==> src/rtl/cpu_pkg.sv <==
// Shared definitions for the data-processing execute sequencer: opcode and
// condition encodings, FSM state type, latched-instruction payload and the
// opcode classification helpers.
package cpu_pkg;

  localparam int unsigned COND_W = 4;
  localparam int unsigned OPC_W  = 4;
  localparam int unsigned REG_W  = 4;
  localparam int unsigned NZCV_W = 4;

  localparam logic [REG_W-1:0] REG_PC = 4'd15;

  // Data-processing opcodes (ALU encoding)
  localparam logic [OPC_W-1:0] OPCODE_AND = 4'b0000;
  localparam logic [OPC_W-1:0] OPCODE_EOR = 4'b0001;
  localparam logic [OPC_W-1:0] OPCODE_SUB = 4'b0010;
  localparam logic [OPC_W-1:0] OPCODE_RSB = 4'b0011;
  localparam logic [OPC_W-1:0] OPCODE_ADD = 4'b0100;
  localparam logic [OPC_W-1:0] OPCODE_ADC = 4'b0101;
  localparam logic [OPC_W-1:0] OPCODE_SBC = 4'b0110;
  localparam logic [OPC_W-1:0] OPCODE_RSC = 4'b0111;
  localparam logic [OPC_W-1:0] OPCODE_TST = 4'b1000;
  localparam logic [OPC_W-1:0] OPCODE_TEQ = 4'b1001;
  localparam logic [OPC_W-1:0] OPCODE_CMP = 4'b1010;
  localparam logic [OPC_W-1:0] OPCODE_CMN = 4'b1011;
  localparam logic [OPC_W-1:0] OPCODE_ORR = 4'b1100;
  localparam logic [OPC_W-1:0] OPCODE_MOV = 4'b1101;
  localparam logic [OPC_W-1:0] OPCODE_BIC = 4'b1110;
  localparam logic [OPC_W-1:0] OPCODE_MVN = 4'b1111;

  // Condition field encodings
  localparam logic [COND_W-1:0] COND_EQ = 4'b0000;
  localparam logic [COND_W-1:0] COND_NE = 4'b0001;
  localparam logic [COND_W-1:0] COND_CS = 4'b0010;
  localparam logic [COND_W-1:0] COND_CC = 4'b0011;
  localparam logic [COND_W-1:0] COND_MI = 4'b0100;
  localparam logic [COND_W-1:0] COND_PL = 4'b0101;
  localparam logic [COND_W-1:0] COND_VS = 4'b0110;
  localparam logic [COND_W-1:0] COND_VC = 4'b0111;
  localparam logic [COND_W-1:0] COND_HI = 4'b1000;
  localparam logic [COND_W-1:0] COND_LS = 4'b1001;
  localparam logic [COND_W-1:0] COND_GE = 4'b1010;
  localparam logic [COND_W-1:0] COND_LT = 4'b1011;
  localparam logic [COND_W-1:0] COND_GT = 4'b1100;
  localparam logic [COND_W-1:0] COND_LE = 4'b1101;
  localparam logic [COND_W-1:0] COND_AL = 4'b1110;
  localparam logic [COND_W-1:0] COND_NV = 4'b1111;

  typedef enum logic [2:0] {
    ST_IDLE  = 3'd0,
    ST_CHECK = 3'd1,
    ST_SKIP  = 3'd2,
    ST_EXEC  = 3'd3,
    ST_WB    = 3'd4
  } state_e;

  // Control fields of an accepted instruction (operands are latched separately)
  typedef struct packed {
    logic [COND_W-1:0] cond;
    logic [OPC_W-1:0]  opcode;
    logic              s_bit;
    logic [REG_W-1:0]  rd;
    logic              shifter_carry;
  } instr_ctl_t;

  // Logical ops take C from the shifter and leave V untouched
  function automatic logic is_logical(input logic [OPC_W-1:0] op);
    logic r;
    unique case (op)
      OPCODE_AND, OPCODE_EOR, OPCODE_TST, OPCODE_TEQ,
      OPCODE_ORR, OPCODE_MOV, OPCODE_BIC, OPCODE_MVN: r = 1'b1;
      default:                                        r = 1'b0;
    endcase
    return r;
  endfunction

  // TST/TEQ/CMP/CMN: flags only, no register write
  function automatic logic is_compare(input logic [OPC_W-1:0] op);
    return (op[3:2] == 2'b10);
  endfunction

endpackage

==> src/rtl/cond_check.sv <==
// Combinational ARM condition-code evaluator.
// Ports:
//   cond_i    : 4-bit condition field
//   nzcv_i    : flags {N,Z,C,V}
//   pass_c_o  : 1 when the instruction should execute (combinational)
module cond_check
  import cpu_pkg::*;
(
  input  logic [COND_W-1:0] cond_i,
  input  logic [NZCV_W-1:0] nzcv_i,
  output logic              pass_c_o
);

  logic n, z, c, v;

  assign {n, z, c, v} = nzcv_i;

  always_comb begin
    pass_c_o = 1'b0;
    unique case (cond_i)
      COND_EQ: pass_c_o = z;
      COND_NE: pass_c_o = ~z;
      COND_CS: pass_c_o = c;
      COND_CC: pass_c_o = ~c;
      COND_MI: pass_c_o = n;
      COND_PL: pass_c_o = ~n;
      COND_VS: pass_c_o = v;
      COND_VC: pass_c_o = ~v;
      COND_HI: pass_c_o = c & ~z;
      COND_LS: pass_c_o = ~c | z;
      COND_GE: pass_c_o = (n == v);
      COND_LT: pass_c_o = (n != v);
      COND_GT: pass_c_o = ~z & (n == v);
      COND_LE: pass_c_o = z | (n != v);
      COND_AL: pass_c_o = 1'b1;
      COND_NV: pass_c_o = 1'b0;
      default: pass_c_o = 1'b0;
    endcase
  end

endmodule

==> src/rtl/dp_exec_ctrl.sv <==
// Execute-stage sequencer for ARM data-processing instructions. Accepts one
// decoded instruction per handshake, evaluates its condition against the
// committed CPSR flags, drives the external ALU for one cycle, then writes
// the result back and commits NZCV. Owns the CPSR flag register.
// Ports:
//   clk, rst_n                  : clock, async active-low reset
//   instr_valid / instr_ready   : decode handshake (ready only in IDLE)
//   cond, opcode, s_bit, rd,
//   op1, op2, shifter_carry     : decoded instruction fields
//   alu_*  (out)                : ALU enable, opcode, operands, carry-in, flag-update
//   alu_result, alu_n/z/c/v     : ALU outputs
//   rf_we, rf_waddr, rf_wdata   : register-file write port
//   cpsr_nzcv                   : committed {N,Z,C,V}
//   pc_flush                    : pulse when R15 is written
//   done                        : pulse when an instruction retires
module dp_exec_ctrl
  import cpu_pkg::*;
#(
  parameter int unsigned DATA_WIDTH = 32
) (
  input  logic                  clk,
  input  logic                  rst_n,
  input  logic                  instr_valid,
  output logic                  instr_ready,
  input  logic [COND_W-1:0]     cond,
  input  logic [OPC_W-1:0]      opcode,
  input  logic                  s_bit,
  input  logic [REG_W-1:0]      rd,
  input  logic [DATA_WIDTH-1:0] op1,
  input  logic [DATA_WIDTH-1:0] op2,
  input  logic                  shifter_carry,
  output logic                  alu_enable,
  output logic [OPC_W-1:0]      alu_opcode,
  output logic [DATA_WIDTH-1:0] alu_operand1,
  output logic [DATA_WIDTH-1:0] alu_operand2,
  output logic                  alu_carry_in,
  output logic                  alu_flag_update,
  input  logic [DATA_WIDTH-1:0] alu_result,
  input  logic                  alu_n,
  input  logic                  alu_z,
  input  logic                  alu_c,
  input  logic                  alu_v,
  output logic                  rf_we,
  output logic [REG_W-1:0]      rf_waddr,
  output logic [DATA_WIDTH-1:0] rf_wdata,
  output logic [NZCV_W-1:0]     cpsr_nzcv,
  output logic                  pc_flush,
  output logic                  done
);

  state_e                state_q, state_d;
  instr_ctl_t            ctl_q, ctl_d;
  logic [DATA_WIDTH-1:0] op1_q, op1_d;
  logic [DATA_WIDTH-1:0] op2_q, op2_d;
  logic [NZCV_W-1:0]     cpsr_q, cpsr_d;

  logic                  instr_ready_q, instr_ready_d;
  logic                  alu_enable_q, alu_enable_d;
  logic [OPC_W-1:0]      alu_opcode_q, alu_opcode_d;
  logic [DATA_WIDTH-1:0] alu_operand1_q, alu_operand1_d;
  logic [DATA_WIDTH-1:0] alu_operand2_q, alu_operand2_d;
  logic                  alu_carry_in_q, alu_carry_in_d;
  logic                  alu_flag_update_q, alu_flag_update_d;
  logic                  rf_we_q, rf_we_d;
  logic [REG_W-1:0]      rf_waddr_q, rf_waddr_d;
  logic [DATA_WIDTH-1:0] rf_wdata_q, rf_wdata_d;
  logic                  pc_flush_q, pc_flush_d;
  logic                  done_q, done_d;

  logic                  cond_pass_c;
  logic                  lat_logical_c;
  logic                  lat_compare_c;
  logic                  lat_flag_upd_c;

  // Condition is evaluated on the latched field against committed flags only
  cond_check u_cond_check (
    .cond_i   (ctl_q.cond),
    .nzcv_i   (cpsr_q),
    .pass_c_o (cond_pass_c)
  );

  assign lat_logical_c  = is_logical(ctl_q.opcode);
  assign lat_compare_c  = is_compare(ctl_q.opcode);
  assign lat_flag_upd_c = ctl_q.s_bit | lat_compare_c;

  // Next state and next registered outputs
  always_comb begin
    state_d           = state_q;
    ctl_d             = ctl_q;
    op1_d             = op1_q;
    op2_d             = op2_q;
    cpsr_d            = cpsr_q;
    instr_ready_d     = 1'b0;
    alu_enable_d      = 1'b0;
    alu_opcode_d      = '0;
    alu_operand1_d    = '0;
    alu_operand2_d    = '0;
    alu_carry_in_d    = 1'b0;
    alu_flag_update_d = 1'b0;
    rf_we_d           = 1'b0;
    rf_waddr_d        = rf_waddr_q;
    rf_wdata_d        = rf_wdata_q;
    pc_flush_d        = 1'b0;
    done_d            = 1'b0;

    unique case (state_q)
      ST_IDLE: begin
        if (instr_valid) begin
          ctl_d.cond          = cond;
          ctl_d.opcode        = opcode;
          ctl_d.s_bit         = s_bit;
          ctl_d.rd            = rd;
          ctl_d.shifter_carry = shifter_carry;
          op1_d               = op1;
          op2_d               = op2;
          state_d             = ST_CHECK;
        end else begin
          instr_ready_d = 1'b1;
        end
      end

      ST_CHECK: begin
        if (cond_pass_c) begin
          state_d           = ST_EXEC;
          alu_enable_d      = 1'b1;
          alu_opcode_d      = ctl_q.opcode;
          alu_operand1_d    = op1_q;
          alu_operand2_d    = op2_q;
          alu_carry_in_d    = lat_logical_c ? ctl_q.shifter_carry : cpsr_q[1];
          alu_flag_update_d = lat_flag_upd_c;
        end else begin
          state_d = ST_SKIP;
          done_d  = 1'b1;
        end
      end

      ST_SKIP: begin
        state_d       = ST_IDLE;
        instr_ready_d = 1'b1;
      end

      // ALU result is sampled here; write-back and flags appear in WB
      ST_EXEC: begin
        state_d    = ST_WB;
        done_d     = 1'b1;
        rf_we_d    = ~lat_compare_c;
        rf_waddr_d = ctl_q.rd;
        rf_wdata_d = alu_result;
        pc_flush_d = ~lat_compare_c & (ctl_q.rd == REG_PC);
        if (lat_flag_upd_c) begin
          cpsr_d = {alu_n, alu_z, alu_c, lat_logical_c ? cpsr_q[0] : alu_v};
        end
      end

      ST_WB: begin
        state_d       = ST_IDLE;
        instr_ready_d = 1'b1;
      end

      default: begin
        state_d       = ST_IDLE;
        instr_ready_d = 1'b1;
      end
    endcase
  end

  // State, latches and output registers
  always_ff @(posedge clk or negedge rst_n) begin
    if (!rst_n) begin
      state_q           <= ST_IDLE;
      ctl_q             <= '0;
      op1_q             <= '0;
      op2_q             <= '0;
      cpsr_q            <= '0;
      instr_ready_q     <= 1'b1;
      alu_enable_q      <= 1'b0;
      alu_opcode_q      <= '0;
      alu_operand1_q    <= '0;
      alu_operand2_q    <= '0;
      alu_carry_in_q    <= 1'b0;
      alu_flag_update_q <= 1'b0;
      rf_we_q           <= 1'b0;
      rf_waddr_q        <= '0;
      rf_wdata_q        <= '0;
      pc_flush_q        <= 1'b0;
      done_q            <= 1'b0;
    end else begin
      state_q           <= state_d;
      ctl_q             <= ctl_d;
      op1_q             <= op1_d;
      op2_q             <= op2_d;
      cpsr_q            <= cpsr_d;
      instr_ready_q     <= instr_ready_d;
      alu_enable_q      <= alu_enable_d;
      alu_opcode_q      <= alu_opcode_d;
      alu_operand1_q    <= alu_operand1_d;
      alu_operand2_q    <= alu_operand2_d;
      alu_carry_in_q    <= alu_carry_in_d;
      alu_flag_update_q <= alu_flag_update_d;
      rf_we_q           <= rf_we_d;
      rf_waddr_q        <= rf_waddr_d;
      rf_wdata_q        <= rf_wdata_d;
      pc_flush_q        <= pc_flush_d;
      done_q            <= done_d;
    end
  end

  assign instr_ready     = instr_ready_q;
  assign alu_enable      = alu_enable_q;
  assign alu_opcode      = alu_opcode_q;
  assign alu_operand1    = alu_operand1_q;
  assign alu_operand2    = alu_operand2_q;
  assign alu_carry_in    = alu_carry_in_q;
  assign alu_flag_update = alu_flag_update_q;
  assign rf_we           = rf_we_q;
  assign rf_waddr        = rf_waddr_q;
  assign rf_wdata        = rf_wdata_q;
  assign cpsr_nzcv       = cpsr_q;
  assign pc_flush        = pc_flush_q;
  assign done            = done_q;

endmodule

==> config.mk <==
export PLATFORM = sky130hd
export DESIGN_NAME = dp_exec_ctrl
export DESIGN_NICKNAME = d
export VERILOG_FILES = /design/src/rtl/cpu_pkg.sv /design/src/rtl/cond_check.sv /design/src/rtl/dp_exec_ctrl.sv
export SDC_FILE = /design/constraint.sdc
export NUM_CORES = 1
export LEC_CHECK = 0
export BUFFER_PORTS_ARGS = -buffer_cell sky130_fd_sc_hd__buf_2
export CORE_ASPECT_RATIO = 1.25
export CORE_UTILIZATION = 50
export DETAILED_ROUTE_END_ITERATION = 10
export MAX_ROUTING_LAYER = met4
export PLACE_DENSITY = 0.85
export SKIP_LAST_GASP = 1
export SYNTH_ARGS = -nofsm -noshare
export SYNTH_HDL_FRONTEND = slang
export SYNTH_SLANG_ARGS = --single-unit
==> constraint.sdc <==
create_clock -name clk -period 2.2 [get_ports clk]
set_clock_uncertainty 0.15 [all_clocks]
set_input_delay 0.44 -clock clk [delete_from_list [all_inputs] [get_ports clk]]
set_output_delay 0.44 -clock clk [all_outputs]
set_load 0.01 [all_outputs]
# After elaboration in Yosys (flattened, before gate mapping)
# Memory sizes are Yosys's and may differ from the RTL's.
# Index checks and enable logic that the tools add are counted.
[totals]
reg_bits = 196
mem_bits_ro = 16
input_bits = 117
out_inout_bits = 115
elab_cells = 86
memories = 1
[mem_list]
columns = ["name", "words", "word_bits", "read_ports", "rd_ports_with_merged_regs", "write_ports", "line", "text"]
rows = [
  ["(no name shown)", 16, 1, 1, 0, 0, "cpu_pkg.sv:69", "unique case (op)"],
]
[op_classes]
eq_ne = 22
n_mux = 23
bitwise = 12
n_reduce_logical = 6
[op_table]
columns = ["op", "n"]
rows = [
  ["$mux W32", 4],
  ["$eq A4 B4 Y1 const B", 9],
  ["$eq A4 B3 Y1 const B", 4],
  ["$pmux W1 S16", 1],
  ["$mux W1", 12],
  ["$pmux W3 S3", 1],
  ["$eq A4 B2 Y1 const B", 2],
  ["$mux W4", 2],
  ["$not A1 Y1", 6],
  ["$eq A4 B1 Y1 const B", 1],
  ["$logic_not A4 Y1", 1],
  ["$pmux W1 S2", 2],
  ["$reduce_and A2 Y1", 2],
  ["$and A1 B1 Y1", 3],
  ["$eq A3 B1 Y1 const B", 1],
  ["$eq A3 B2 Y1 const B", 1],
  ["$logic_not A3 Y1", 1],
  ["$mux W3", 1],
  ["$or A1 B1 Y1", 3],
  ["$reduce_and A3 Y1", 1],
  ["$eq A2 B2 Y1 const B", 1],
  ["$ne A2 B2 Y1 const B", 1],
  ["$reduce_or A2 Y1", 1],
  ["$eq A1 B1 Y1", 1],
  ["$ne A1 B1 Y1", 1],
]

# Longest topological paths before layout
[depth]
ltp_word = 5
depth_mapped = 7
depth_no_buf = 6

# Cells and area by module
# A second synthesis with hierarchy kept.
[unflattened]
cells_unflattened = 449
area_unflattened_um2 = 7089.3
[modules_own_cells]
columns = ["module", "n_inst", "cells_each", "area_each_um2", "seq_area_each_um2"]
rows = [
  ["dp_exec_ctrl", 1, 426, 6934.2, 4906.0],
  ["cond_check", 1, 23, 155.1, 0.0],
]

# Worst setup path before layout
# No wires, ideal clock.
[synth_timing]
kind = "register to register"
startpoint = "reg cpsr_q[0], in the netlist cpsr_nzcv[0]"
endpoint = "reg state_q[0]"
t_arrival_ps = 1667
required_time_ps = 1920
setup_slack_ps = 253
stages_incl_launch_ff = 7
n_path_buf = 1
path_cell_list = "dfrtp_1 xnor2_1 mux2i_1 o22ai_1 nor3_4 buf_6 o21bai_1"
[synth_via]
elab_chain_cells = 5
elab_cells_between_ends = 8
classes_between = "2 x eq/ne; 3 x mux; 3 x bitwise"
[synth_lines]
columns = ["element", "line", "text"]
rows = [
  ["start, declared", "dp_exec_ctrl.sv:55", "logic [NZCV_W-1:0] cpsr_q, cpsr_d;"],
  ["start signal, assigned", "dp_exec_ctrl.sv:192", "cpsr_q <= cpsr_d;"],
  ["$ne A1 B1 Y1 / $eq A1 B1 Y1 (equally long branches)", "-", ""],
  ["$or A1 B1 Y1 / $and A1 B1 Y1 (equally long branches)", "cond_check.sv:34, cond_check.sv:33", ""],
  ["$pmux W1 S16 (*)", "cond_check.sv:20", "unique case (cond_i)"],
  ["$mux W1 (*)", "dp_exec_ctrl.sv:123", "if (cond_pass_c) begin"],
  ["$pmux W3 S3 (*)", "dp_exec_ctrl.sv:106", "unique case (state_q)"],
  ["end signal, assigned", "dp_exec_ctrl.sv:188", "state_q <= state_d;"],
  ["end, declared", "dp_exec_ctrl.sv:51", "state_e state_q, state_d;"],
]
# Every way passes the cells marked *; elsewhere a longest branch is shown, timed or not.
# A chain may end at the register's enable or synchronous reset.

# Worst setup path in the final report
[layout_timing]
startpoint = "reg ctl_q[10] in the netlist's numbering"
endpoint = "reg alu_operand2_q[19], in the netlist alu_operand2[19]"
[layout_via]
elab_chain_cells = 4
elab_cells_between_ends = 19
classes_between = "15 x eq/ne; 3 x mux; 1 x reduce/logical"
[layout_lines]
columns = ["element", "line", "text"]
rows = [
  ["start, declared", "dp_exec_ctrl.sv:52", "instr_ctl_t ctl_q, ctl_d;"],
  ["start signal, assigned", "dp_exec_ctrl.sv:189", "ctl_q <= ctl_d;"],
  ["$eq A4 B4 Y1, or another cell as far along", "cond_check.sv:20", ""],
  ["$pmux W1 S16 (*)", "cond_check.sv:20", ""],
  ["$mux W32 (*)", "dp_exec_ctrl.sv:123", ""],
  ["$mux W32 (*)", "dp_exec_ctrl.sv:106", ""],
  ["named net alu_operand2_d[19]", "dp_exec_ctrl.sv:61", "logic [DATA_WIDTH-1:0] alu_operand2_q, alu_operand2_d;"],
  ["end signal, assigned", "dp_exec_ctrl.sv:197", "alu_operand2_q <= alu_operand2_d;"],
  ["end, declared", "dp_exec_ctrl.sv:61", ""],
]
# Mark *: on every way through the listed nets, which the timed path passes. The rest lies on a longest branch.

==> impl_summary.md <==
Critical path
The startpoint identified for the worst register-to-register timing path is ctl_q[10]. The category of the most critical setup path is reg -> reg. The launching element type of the critical path is a flop. The data required time of the worst path is 2340 ps. The endpoint identified for the worst register-to-register timing path is alu_operand2[19]. On the critical path, the stage with the largest delay is an instance of sky130_fd_sc_hd__dfrtp_1. At the worst endpoint, the arrival time is 2210 ps. The kind of end point of the critical path is a flop. Walking the worst path, the cells encountered are and4b_1 -> a31oi_1 -> nand3_1 -> nor3_4 -> buf_12 -> nor3b_1. In this run the register-to-register setup slack is between 100 and 150 ps. The largest fanout of any net on the critical path is 36.

The cell count of the worst reg-to-reg path is 6. The peak per-stage delay on the critical path is 560 ps.

Die
232 I/O pins were placed. The core footprint is 13900 um2. The die boundary height is 136 um.

The floorplan die width is ~110 um. For this configuration, the core starts out at a cell density of 0.518. Row generation in the floorplan step produced 48 rows.

The floorplan die area is 14900 um2.

STA
The max-slew violation count is 0. Measured against its own limit, the worst slew margin works out to 0.495. The post-route minimum period is 2070 ps.

The maximum clock frequency is 483 MHz. At the pin with the least slew margin, the transition time is 749 ps. For the final routed database, the setup TNS stands at 0 ps.

The final period utilization is 0.940. Setup violations remaining at the end of the flow were counted as 0. The count of endpoints failing hold in the final timing report was 0. Setup repair after global routing left no endpoint under its margin.

The post-route worst setup slack is between 100 and 150 ps.

Run status
The run finished, with violations left. The final reports fail on DRC.

Worst hold path
The startpoint of the worst hold path is cond[3]. The number of cells on the worst hold path is 3. The worst hold path belongs to the class in -> reg. The end of the worst hold path is ctl_q[13].

GRT
The number of antenna violations at the first check in global routing came to 0. The total global-route track usage is 0.224. The first global-routing pass estimated about 24000 um of wire.

Entering global routing, the biggest net connects between 50 and 60 pins. Global routing finished with a remaining overflow of 0. The number of global-route vias before repair is 4859.

Clocking
The clock sink total is 196. The number of buffers inserted during clock tree synthesis is 17. Clock-pin slew was measured on the worst setup and hold paths at about 70 ps. The cell at the root of the clock tree is sky130_fd_sc_hd__clkbuf_16. At the later pin of the worst-skew pair, clock insertion delay measures approximately 430 ps. The maximum number of buffers from clock root to sink is 2. The depth of the CTS H-tree is 4.

The CTS tree is yes. Once the clock tree was built, the setup fixing pass inserted 0 buffers.

Logic synthesis
After synthesis, the largest family of logic cells by area is multiplexers. Of the total synthesized cell area, the portion taken by AND, OR, NAND and NOR gates is 0.0927. Counting distinct cell types in the post-synthesis netlist gives 31.

The average instance area after synthesis is 15.7 um2. The post-synthesis cell area is 7220 um2. The adder-cell share of the synthesized area is 0. The portion of the post-synthesis area used by sequential elements is 0.679.

The number of nets in the synthesized netlist is 576. After synthesis, the share of cell area in mux cells is 0.188. Synthesis produced 459 cells. The synthesized-area fraction occupied by xor and xnor cells is 0.00243.

The Yosys step of the flow raised 0 warnings. The synthesis-stage register bit count is 196. The compound-cell area share of the yosys netlist is 0.0116.

Detailed routing
Once detail routing completed, the nets flagged for antenna violations numbered 0. After the first detailed-routing iteration, the DRC count stood at 208. The routed design uses 960 um of met3 wire. The total wirelength of the detailed-routed design is around 16000 um. Detailed routing placed a total of about 8300 um of wire on met2.

Before antenna repair, the detailed router went through 9 iterations. For this block, wires on met1 add up to ~6000 um. The average vias per placed instance is approximately 5.2. The routed length per placed instance is between 15 and 20 um. The final routed DRC violation total is 3. The detailed router used layers up to and including met4. The via total after detailed routing is ~4600.

Power and ir drop
For this design the ratio of total power to cell area is 1560 nW/um2. The leakage component of the power is 4.53 nW. The largest voltage drop on the vdd net is just over 1 mV.

Layout
The multi-input combinational cells in the finished layout cover a total of 2140 um2. The final-stage net count is 816. 0 antenna diodes ended up in the layout.

The number of fillers in the final layout is between 900 and 1000. The fraction of layout cells with a size suffix above 1 is 0.565. The register area is 4910 um2. Relative to the synthesized area, the layout overhead comes to 28.2%.

Placed design
The worst slack after detailed placement is 192 ps. The count of buffers added on input and output ports is about 230. The weighted congestion reported at the end of routability-driven placement is 0.779. The total half-perimeter wirelength after legalization and detailed placement is 11100 um.

Run
Max-cap violations in this run came to 0.
[flip-flops by register name, indices dropped and copies added (netlist names)]
name / flops
ctl_q: 14
instr_ready: 1
rf_waddr: 4
pc_flush: 1
alu_operand2: 32
state_q: 3
alu_opcode: 4
alu_flag_update: 1
rf_we: 1
done: 1
op2_q: 32
rf_wdata: 32
alu_carry_in: 1
op1_q: 32
alu_operand1: 32
cpsr_nzcv: 4
alu_enable: 1
[power by group]
group	internal, mW	switching, mW
clock	1.77	1.30
combinational	2.60	2.74
sequential	5.19	0.797
[layout by cell type, fill, tap and decap left out, types with 2 or more instances in the layout]
cell type and count:
sky130_fd_sc_hd__clkbuf_8 4, sky130_fd_sc_hd__nor2b_1 5, sky130_fd_sc_hd__nor3_1 4, sky130_fd_sc_hd__clkinv_4 2, sky130_fd_sc_hd__buf_2 230, sky130_fd_sc_hd__dfrtp_1 195, sky130_fd_sc_hd__nand2_1 6, sky130_fd_sc_hd__o21ai_0 5
sky130_fd_sc_hd__nor2_1 7, sky130_fd_sc_hd__clkinvlp_4 2, sky130_fd_sc_hd__bufinv_16 2, sky130_fd_sc_hd__inv_6 3, sky130_fd_sc_hd__clkbuf_16 17, sky130_fd_sc_hd__mux2i_1 4, sky130_fd_sc_hd__buf_4 10, sky130_fd_sc_hd__buf_12 7
sky130_fd_sc_hd__mux2_2 117, sky130_fd_sc_hd__nor3b_1 68
[cells in the mapped netlist (all sizes together)]
library cell	number	area [um2]
xor2	1	8.76
nand4b	1	8.76
a31oi	1	6.26
nor2	7	26.3
a311o	1	10.0
clkbuf	8	30.0
nor4b	1	8.76
buf	20	150
a21oi	2	13.8
nor3b	68	510
xnor2	1	8.76
o21ai	5	25.0
nand3	1	5.00
clkinv	1	3.75
and4b	1	10.0
o31ai	1	7.51
mux2	117	1320
nand2	7	26.3
inv	1	3.75
mux2i	4	40.0
dfstp	1	26.3
o21bai	1	7.51
nor3	5	36.3
o21a	1	7.51
dfrtp	195	4880
nor2b	5	31.3
o22ai	1	6.26
nand4	1	6.26
[metal layers]
layer / vias up / global-route usage
met4: 0 / 0.0867
met2: 183 / 0.376
li1: 2079 / -
met5: - / -
met1: 2313 / 0.255
met3: 26 / 0.0556
[worst max path at each step]
stage / startpoint / to / depth (start not counted)
2_1_floorplan: cpsr_nzcv[0] / state_q[0] / 6
3_3_place_gp: cpsr_nzcv[3] / alu_opcode[0] / 6
3_5_place_dp: cpsr_nzcv[0] / alu_operand2[15] / 6
4_1_cts: cpsr_nzcv[0] / alu_operand1[0] / 6
5_1_grt: ctl_q[10] / alu_operand2[19] / 6
6_report: ctl_q[10] / alu_operand2[19] / 6
[metrics by stage]
| stage | total power [mW] | area (um2) | utilization | cells | hold slack [ps] |
|---|---|---|---|---|---|
| 5_1_grt | 15.3 | 9260 | 0.664 | 885 | 72.0 |
| 3_5_place_dp | 11.4 | 8650 | 0.621 | 854 | 299 |
| 3_3_place_gp | 11.1 | 8650 | 0.621 | 854 | 290 |
| 2_1_floorplan | 9.54 | 7220 | - | 459 | -5.59 |
| 4_1_cts | 14.5 | 9250 | 0.664 | 885 | 54.5 |
| 6_report | 14.4 | 9260 | 0.664 | 885 | 72.6 |
[final cells by class]
class	count	share of cell area
Clock inverter	10	0.0134
Clock buffer	20	0.0504
Timing Repair Buffer	249	0.150
Sequential cell	196	0.530
Multi-Input combinational cell	233	0.232
Inverter	2	0.000811
Tap cell	175	0.0237
[worst max-delay path: cells and delay by family (launching register included)]
kind,cells,cell delay (ps)
buffers and inverters,1,240
flip-flops,1,560
AND/OR/NAND/NOR,4,750
AO/OA/AOI/OAI,1,200
[what timing repair did]
item | 4_1_cts | 5_1_grt
hold buffers | 1 | 0
gates resized for setup | 0 | 1
hold endpoints to repair | 52 | 0
setup endpoints to repair | 0 | 23
[kinds of logic after synthesis]
| group | after synthesis |
|---|---|
| AO/OA/AOI/OAI | 13 |
| XOR/XNOR | 2 |
| buffers and inverters | 30 |
| flip-flops | 196 |
| multiplexers | 121 |
| AND/OR/NAND/NOR | 97 |
Note: power is estimated with default switching activity, not from simulation.
